==> config.mk <==
export PLATFORM = sky130hd
export DESIGN_NAME = ff_bank
export DESIGN_NICKNAME = d
export VERILOG_FILES = /design/src/rtl/ff_bank_pkg.sv /design/src/rtl/ff_cell.sv /design/src/rtl/ff_bank.sv
export SDC_FILE = /design/constraint.sdc
export NUM_CORES = 1
export LEC_CHECK = 0
export BUFFER_PORTS_ARGS = -buffer_cell sky130_fd_sc_hd__buf_2
export CAP_MARGIN = 20
export CORE_MARGIN = 10
export CORE_UTILIZATION = 50
export CTS_CLUSTER_DIAMETER = 60
export DETAILED_ROUTE_END_ITERATION = 16
export PLACE_DENSITY_LB_ADDON = 0.1
export SYNTH_ARGS = -nofsm -noshare
export SYNTH_HDL_FRONTEND = slang
export SYNTH_SLANG_ARGS = --single-unit
export TNS_END_PERCENT = 1
==> constraint.sdc <==
create_clock -name clk -period 2.3 [get_ports clk]
set_input_delay 0.115 -clock clk [delete_from_list [all_inputs] [get_ports clk]]
set_output_delay 0.115 -clock clk [all_outputs]
set_load 0.01 [all_outputs]
==> src/rtl/ff_bank_pkg.sv <==
// rtl/ff_bank_pkg.sv - mode and SR-policy encodings plus the shared one-bit next-state function
package ff_bank_pkg;

  localparam int MODE_W = 2;
  localparam int POL_W  = 2;

  localparam logic [MODE_W-1:0] MODE_SR = 2'd0;
  localparam logic [MODE_W-1:0] MODE_JK = 2'd1;
  localparam logic [MODE_W-1:0] MODE_D  = 2'd2;
  localparam logic [MODE_W-1:0] MODE_T  = 2'd3;

  localparam logic [POL_W-1:0] POL_HOLD = 2'd0;
  localparam logic [POL_W-1:0] POL_SET  = 2'd1;
  localparam logic [POL_W-1:0] POL_RST  = 2'd2;
  localparam logic [POL_W-1:0] POL_TOG  = 2'd3;

  // Next value of one enabled flip-flop bit. In D and T modes r is ignored.
  function automatic logic ff_next(
    input logic [MODE_W-1:0] mode,
    input logic [POL_W-1:0]  policy,
    input logic              q,
    input logic              s,
    input logic              r
  );
    logic nxt;
    nxt = q;
    case (mode)
      MODE_SR: begin
        case ({s, r})
          2'b10:   nxt = 1'b1;
          2'b01:   nxt = 1'b0;
          2'b11: begin
            case (policy)
              POL_SET: nxt = 1'b1;
              POL_RST: nxt = 1'b0;
              POL_TOG: nxt = ~q;
              default: nxt = q;
            endcase
          end
          default: nxt = q;
        endcase
      end
      MODE_JK: begin
        case ({s, r})
          2'b10:   nxt = 1'b1;
          2'b01:   nxt = 1'b0;
          2'b11:   nxt = ~q;
          default: nxt = q;
        endcase
      end
      MODE_D:  nxt = s;
      default: nxt = s ? ~q : q;
    endcase
    return nxt;
  endfunction

endpackage

==> src/rtl/ff_cell.sv <==
// rtl/ff_cell.sv - one universal flip-flop channel: next-state logic and its register
module ff_cell
  import ff_bank_pkg::*;
(
  input  logic              clk,
  input  logic              rst,
  input  logic              en,
  input  logic [MODE_W-1:0] mode,
  input  logic              s,
  input  logic              r,
  input  logic              rst_val,
  input  logic [POL_W-1:0]  policy,
  output logic              q
);

  logic q_q;
  logic q_d;

  // Compute the next bit value; a disabled cell holds.
  always_comb begin
    q_d = q_q;
    if (en) begin
      q_d = ff_next(mode, policy, q_q, s, r);
    end
  end

  // State register with synchronous reset to the channel's reset value.
  always_ff @(posedge clk) begin
    if (rst) begin
      q_q <= rst_val;
    end else begin
      q_q <= q_d;
    end
  end

  assign q = q_q;

endmodule

==> src/rtl/ff_bank.sv <==
// rtl/ff_bank.sv - WIDTH-channel SR/JK/D/T flip-flop bank with illegal-input flag and saturating error counter
module ff_bank
  import ff_bank_pkg::*;
#(
  parameter int                 WIDTH     = 4,
  parameter logic [WIDTH-1:0]   RESET_VAL = '0,
  parameter logic [POL_W-1:0]   SR_POLICY = POL_HOLD,
  parameter int                 CNT_W     = 8
) (
  input  logic              clk,
  input  logic              rst,
  input  logic              en,
  input  logic [MODE_W-1:0] mode,
  input  logic [WIDTH-1:0]  s,
  input  logic [WIDTH-1:0]  r,
  input  logic              err_clr,
  output logic [WIDTH-1:0]  q,
  output logic [WIDTH-1:0]  qn,
  output logic              err,
  output logic [CNT_W-1:0]  err_cnt
);

  localparam logic [CNT_W-1:0] CNT_MAX = '1;

  logic [WIDTH-1:0] q_w;
  logic             illegal;
  logic             err_q;
  logic             err_d;
  logic [CNT_W-1:0] cnt_q;
  logic [CNT_W-1:0] cnt_d;

  for (genvar i = 0; i < WIDTH; i++) begin : g_cell
    ff_cell u_cell (
      .clk     (clk),
      .rst     (rst),
      .en      (en),
      .mode    (mode),
      .s       (s[i]),
      .r       (r[i]),
      .rst_val (RESET_VAL[i]),
      .policy  (SR_POLICY),
      .q       (q_w[i])
    );
  end

  // One offending cycle counts once, however many channels have s=r=1.
  assign illegal = en & (mode == MODE_SR) & (|(s & r));

  // Error flag and counter next state; clear wins and still counts this cycle.
  always_comb begin
    err_d = illegal;
    cnt_d = cnt_q;
    if (err_clr) begin
      cnt_d = illegal ? CNT_W'(1) : '0;
    end else if (illegal && (cnt_q != CNT_MAX)) begin
      cnt_d = cnt_q + CNT_W'(1);
    end
  end

  // Error state registers; reset overrides err_clr and en.
  always_ff @(posedge clk) begin
    if (rst) begin
      err_q <= 1'b0;
      cnt_q <= '0;
    end else begin
      err_q <= err_d;
      cnt_q <= cnt_d;
    end
  end

  assign q       = q_w;
  assign qn      = ~q_w;
  assign err     = err_q;
  assign err_cnt = cnt_q;

endmodule

# == Word level (Yosys, flattened, before mapping) ==
# Index checks and enable logic that the tools add are counted.
# Widths: inputs -> output; s select.
# classes
add_sub_neg,1
bitwise,8
muxes,19
n_div,0
n_shift,0
multipliers,0
n_eq_ne,23
magnitude_cmp,0
n_reduce_logical,12
# op_table
operator,n
$pmux 1 s3,8
$eq 2x2->1 const B,9
$mux 8,2
$ne 4x1->1 const B,4
$reduce_and 4->1,4
$reduce_bool 4->1,4
$ne 3x1->1 const B,4
$eq 2x1->1 const B,5
$add 8x1->8 const B,1
$ne 8x8->1 const B,1
$pmux 1 s2,4
$mux 1,5
$and 4x4->4,1
$not 1->1,4
$not 4->4,1
$reduce_or 4->1,1
$and 1x1->1,2
$logic_not 2->1,1
$reduce_bool 2->1,1
$logic_and 1x1->1,1
# word_totals
elab_cells,69
inputBits,14
ramBits,0
regBits,13
latch_bits,0
mem_count,0
rom_bits,0

# == Longest topological paths before layout ==
# depth
depth_word,6
ltp_mapped,8

# == Cells and area by module ==
# From an unflattened synthesis, not the netlist that was laid out.
# hier_totals
cells_unflattened,164
hier_area_um2,1452.6
# modules_own_cells
module,n_inst,cells_each,area_per_inst_um2,seq_area_each_um2
ff_cell,4,26,231.5,30.0
ff_bank,1,60,526.8,180.2

# == Worst setup path before layout ==
# OpenSTA, ideal clock, no wires.
# synth_path
path_type,register to register
from,"reg cnt_q[0], in the netlist err_cnt[0]"
to,"reg cnt_q[4], in the netlist err_cnt[4]"
required_ps,2230
stages_incl_launch_ff,7
setup_ps,70
setup_slack_ps,615
arrival_time_ps,1616
cell_sequence,dfxtp_1 ha_1 and2_4 and3_1 buf_6 or4_1 a21oi_1
# synth_between
elab_chain_cells,3
elab_cells_between_ends,6
classes_between,1 x add/sub; 1 x eq/ne; 2 x mux; 2 x reduce/logical
# synth_lines
item,line,source
"start, declared",ff_bank.sv:29,logic [CNT_W-1:0] cnt_q;
"start signal, assigned",ff_bank.sv:67,cnt_q <= cnt_d;
$add 8x1->8 / $ne 8x8->1 (equally long branches),"ff_bank.sv:56, ff_bank.sv:55",
$mux 8 / $logic_and 1x1->1 (equally long branches),ff_bank.sv:55,end else if (illegal && (cnt_q != CNT_MAX)) begin
$mux 8 / $reduce_bool 2->1 (equally long branches),--,
# Several ways; a longest one is shown, not always the timed one. The select of a mux whose other input is x is not followed.
# A chain may end at the register's enable or synchronous reset.

# == Worst setup path in the final report ==
# Same ends and word-level chain as after synthesis.

==> impl_metrics.csv <==
group,metric,value,unit
pwr,p_leak,0.493,nW
yosys,async_reset_ff_share,0,%
sta,rsz0062_at_grt,"no",
clock_tree,cts_resized,0,
layout,seq_area,260,sq um
yosys,synth-xor-area-share,2.66,%
global_routing,grt_pass1_vias,880,
sta,tightest_slew,391,ps
global_routing,grt_usage,11.7,%
clock_tree,postCtsSetupRepairBufs,0,
sta,setup_viol,0,
layout,n_antenna_cell,0,
setup_path,crit_fanout,9,
yosys,synth_mux_area_share,4.44,%
drt,vias_per_cell,5.61,
yosys,synth_top_family_by_area,"compound AO/OA/AOI/OAI gates",
setup_path,r2r_setup_slack,570,ps
global_routing,antenna_found_initial,0,
placed_design,hpwl,1880,um
clock_tree,cts_hold_buf,0,
drt,drt_iter0_markers,29,
sta,report.final.slew_viol_count,0,
yosys,ys.warnings.count,0,
layout,drive_gt1_share,27.7,%
yosys,synth-main-ff-cell,"dfxtp_1",
setup_path,crit_path_end_kind,"flip-flop",
yosys,avgSynthCellArea,8.09,sq um
floorplan,initial_core_util,51.4,%
pwr,power,0.507,mW
layout,n_fill_cell,191,
yosys,netlist_area,987,sq um
layout,nets,169,
sta,clock_skew,7.15,ps
placed_design,dp_cells,171,
clock_tree,cts.sinks,13,
drt,drt-pass1-iter-count,4,
placed_design,post-place-ws,463,ps
global_routing,grt_max_degree,15,
drt,wire_per_inst,14.0,um
clock_tree,cts_tree,"yes",
yosys,synth_compound_area_share,27.0,%
drt,vias,982,
floorplan,dieWidth,64.4,um
setup_path,worst_ep_arrival_time,1950,ps
floorplan,die_h,64.4,um
sta,fmax,0.577,GHz
placed_design,gp_routability_congestion,0.816,
drt,drc,0,
setup_path,crit_type,"flip-flop to flip-flop",
min_path,hold_class,"primary input to flip-flop",
layout,fin_area,1140,sq um
layout,layout.cells.non_filler,175,
sta,fin_ws,568,ps
floorplan,die-area,4150,sq um
placed_design,port_buffers,30,
placed_design,place_area,1120,sq um
outcome,outcome,"finished, final reports clean",
global_routing,grt_pass1_wl,4000,um
clock_tree,clk_pin_slew,90,ps
flow_run,cap_violations,0,
layout,multi_input_area,627,sq um
clock_tree,cts_max_level,1,
yosys,synth_enable_flop_cells,0,
drt,drt-total-wl,2440,um
yosys,synthAdderAreaFrac,7.60,%
drt,drtAntennaViolNets,0,
floorplan,core_area,1920,sq um
clock_tree,insertion_delay,290,ps
clock_tree,cts_buffers,3,
clock_tree,clock_tree.root_cell,"clkbuf_4",
pwr,powerDensity,444,nW/um^2
sta,period_minus_slack,1730,ps
setup_path,startpoint_type,"flip-flop",
sta,period_share,75.3,%
yosys,yosys_register_bits,13,
sta,relSlewSlack,73.8,%
floorplan,row_count,16,
yosys,synth_cell_types,42,
floorplan,boundaryPins,31,
global_routing,grt_overflow,0,
yosys,synth_nets,142,
setup_path,required,2520,ps
yosys,yosys.area_share.simple,21.8,%
sta,hold_viol,0,
pwr,vdd_drop_max,0.290,mV
layout,area_growth,15.7,%
yosys,yosysSeqAreaShare,26.4,%
clock_tree,cts.path.max_buffers,2,
yosys,netlist_instances,122,
sta,tns,0,ps
[critical path: stages, from the launching register on]
cell and delay, ps:
dfxtp_1 360, ha_1 240, and2_4 170, and3_1 270
or4_1 490, a21oi_1 140
[final cells by class]
cell class / instances / area share (%)
clock buffer: 4 / 2.30
inverter: 12 / 3.94
tap: 27 / 2.96
timing repair buffer: 30 / 13.1
multi-input combinational: 89 / 54.9
sequential: 13 / 22.8
[stage by stage]
| stage | hold slack (ps) | util, % |
|---|---|---|
| global route | 145 | 59.4 |
| global placement | 426 | 58.1 |
| CTS | 121 | 59.4 |
| floorplan | 312 | - |
| finish | 129 | 59.4 |
| detailed placement | 432 | 58.1 |
[registers in the layout, indices dropped and copies added (netlist names)]
register	cells
g_cell.u_cell.q	4
err	1
err_cnt	8
[per-layer routing]
layer / track usage (%) / vias up / part of all wire, %
li1: - / 512 / -
met1: 15.6 / 435 / 49
met2: 16.4 / 30 / 42
met3: 3.95 / 5 / 7.5
met4: 5.61 / 0 / 1.8
met5: 0 / - / 0
[power breakdown]
group	total (mW)	switching (mW)	internal, mW
clock	0.150	0.0829	0.0675
combinational	0.118	0.0661	0.0514
sequential	0.239	0.00667	0.232
[final timing paths]
kind,startpoint,end,cells after the start
setup / recovery,err_cnt[0],err_cnt[4],5
hold / removal,rst,g_cell[0].u_cell.q,2
setup reg to reg,err_cnt[0],err_cnt[4],5
hold reg to reg,err_cnt[5],err_cnt[5],2
[synth_stat cells, drive strengths merged (2+ instances only)]
| cell | instances | area (sq um) |
|---|---|---|
| ha | 6 | 75.1 |
| or2 | 2 | 12.5 |
| o31ai | 2 | 15.0 |
| inv | 12 | 45.0 |
| o311ai | 2 | 17.5 |
| xnor2 | 3 | 26.3 |
| nand4 | 2 | 12.5 |
| nand3 | 2 | 10.0 |
| buf | 7 | 51.3 |
| a31oi | 2 | 12.5 |
| a21oi | 5 | 25.0 |
| or4b | 2 | 20.0 |
| a221oi | 3 | 26.3 |
| a2111oi | 3 | 26.3 |
| o211ai | 3 | 22.5 |
| nor2 | 9 | 33.8 |
| nand2 | 12 | 45.0 |
| nor3 | 3 | 15.0 |
| a22oi | 2 | 15.0 |
| o41ai | 3 | 26.3 |
| mux2 | 3 | 33.8 |
| dfxtp | 13 | 260 |
| or4 | 3 | 22.5 |
| o21ai | 2 | 10.0 |
[cell usage in the layout (no fill, tap or decap), types with 3 or more instances in the layout]
cell        n
a2111oi_0   3
a21oi_1     5
a221oi_1    3
buf_2      30
clkbuf_4    3
dfxtp_1    13
ha_1        6
inv_1      12
mux2_2      3
nand2_1    12
nor2_1      9
nor3_1      3
o211ai_1    3
o41ai_1     3
or4_1       3
xnor2_1     3
[cell families (layout without fill, tap and decap cells)]
group | after synthesis | count (layout)
AOI/OAI and AO/OA | 35 | 35
xor gates and xnor gates | 3 | 3
DFF | 13 | 13
and+or+nand+nor | 41 | 41
adders and majority gates | 6 | 6
muxes | 4 | 4
buffers and inverters | 20 | 46
(Power assumes the default switching activity.)
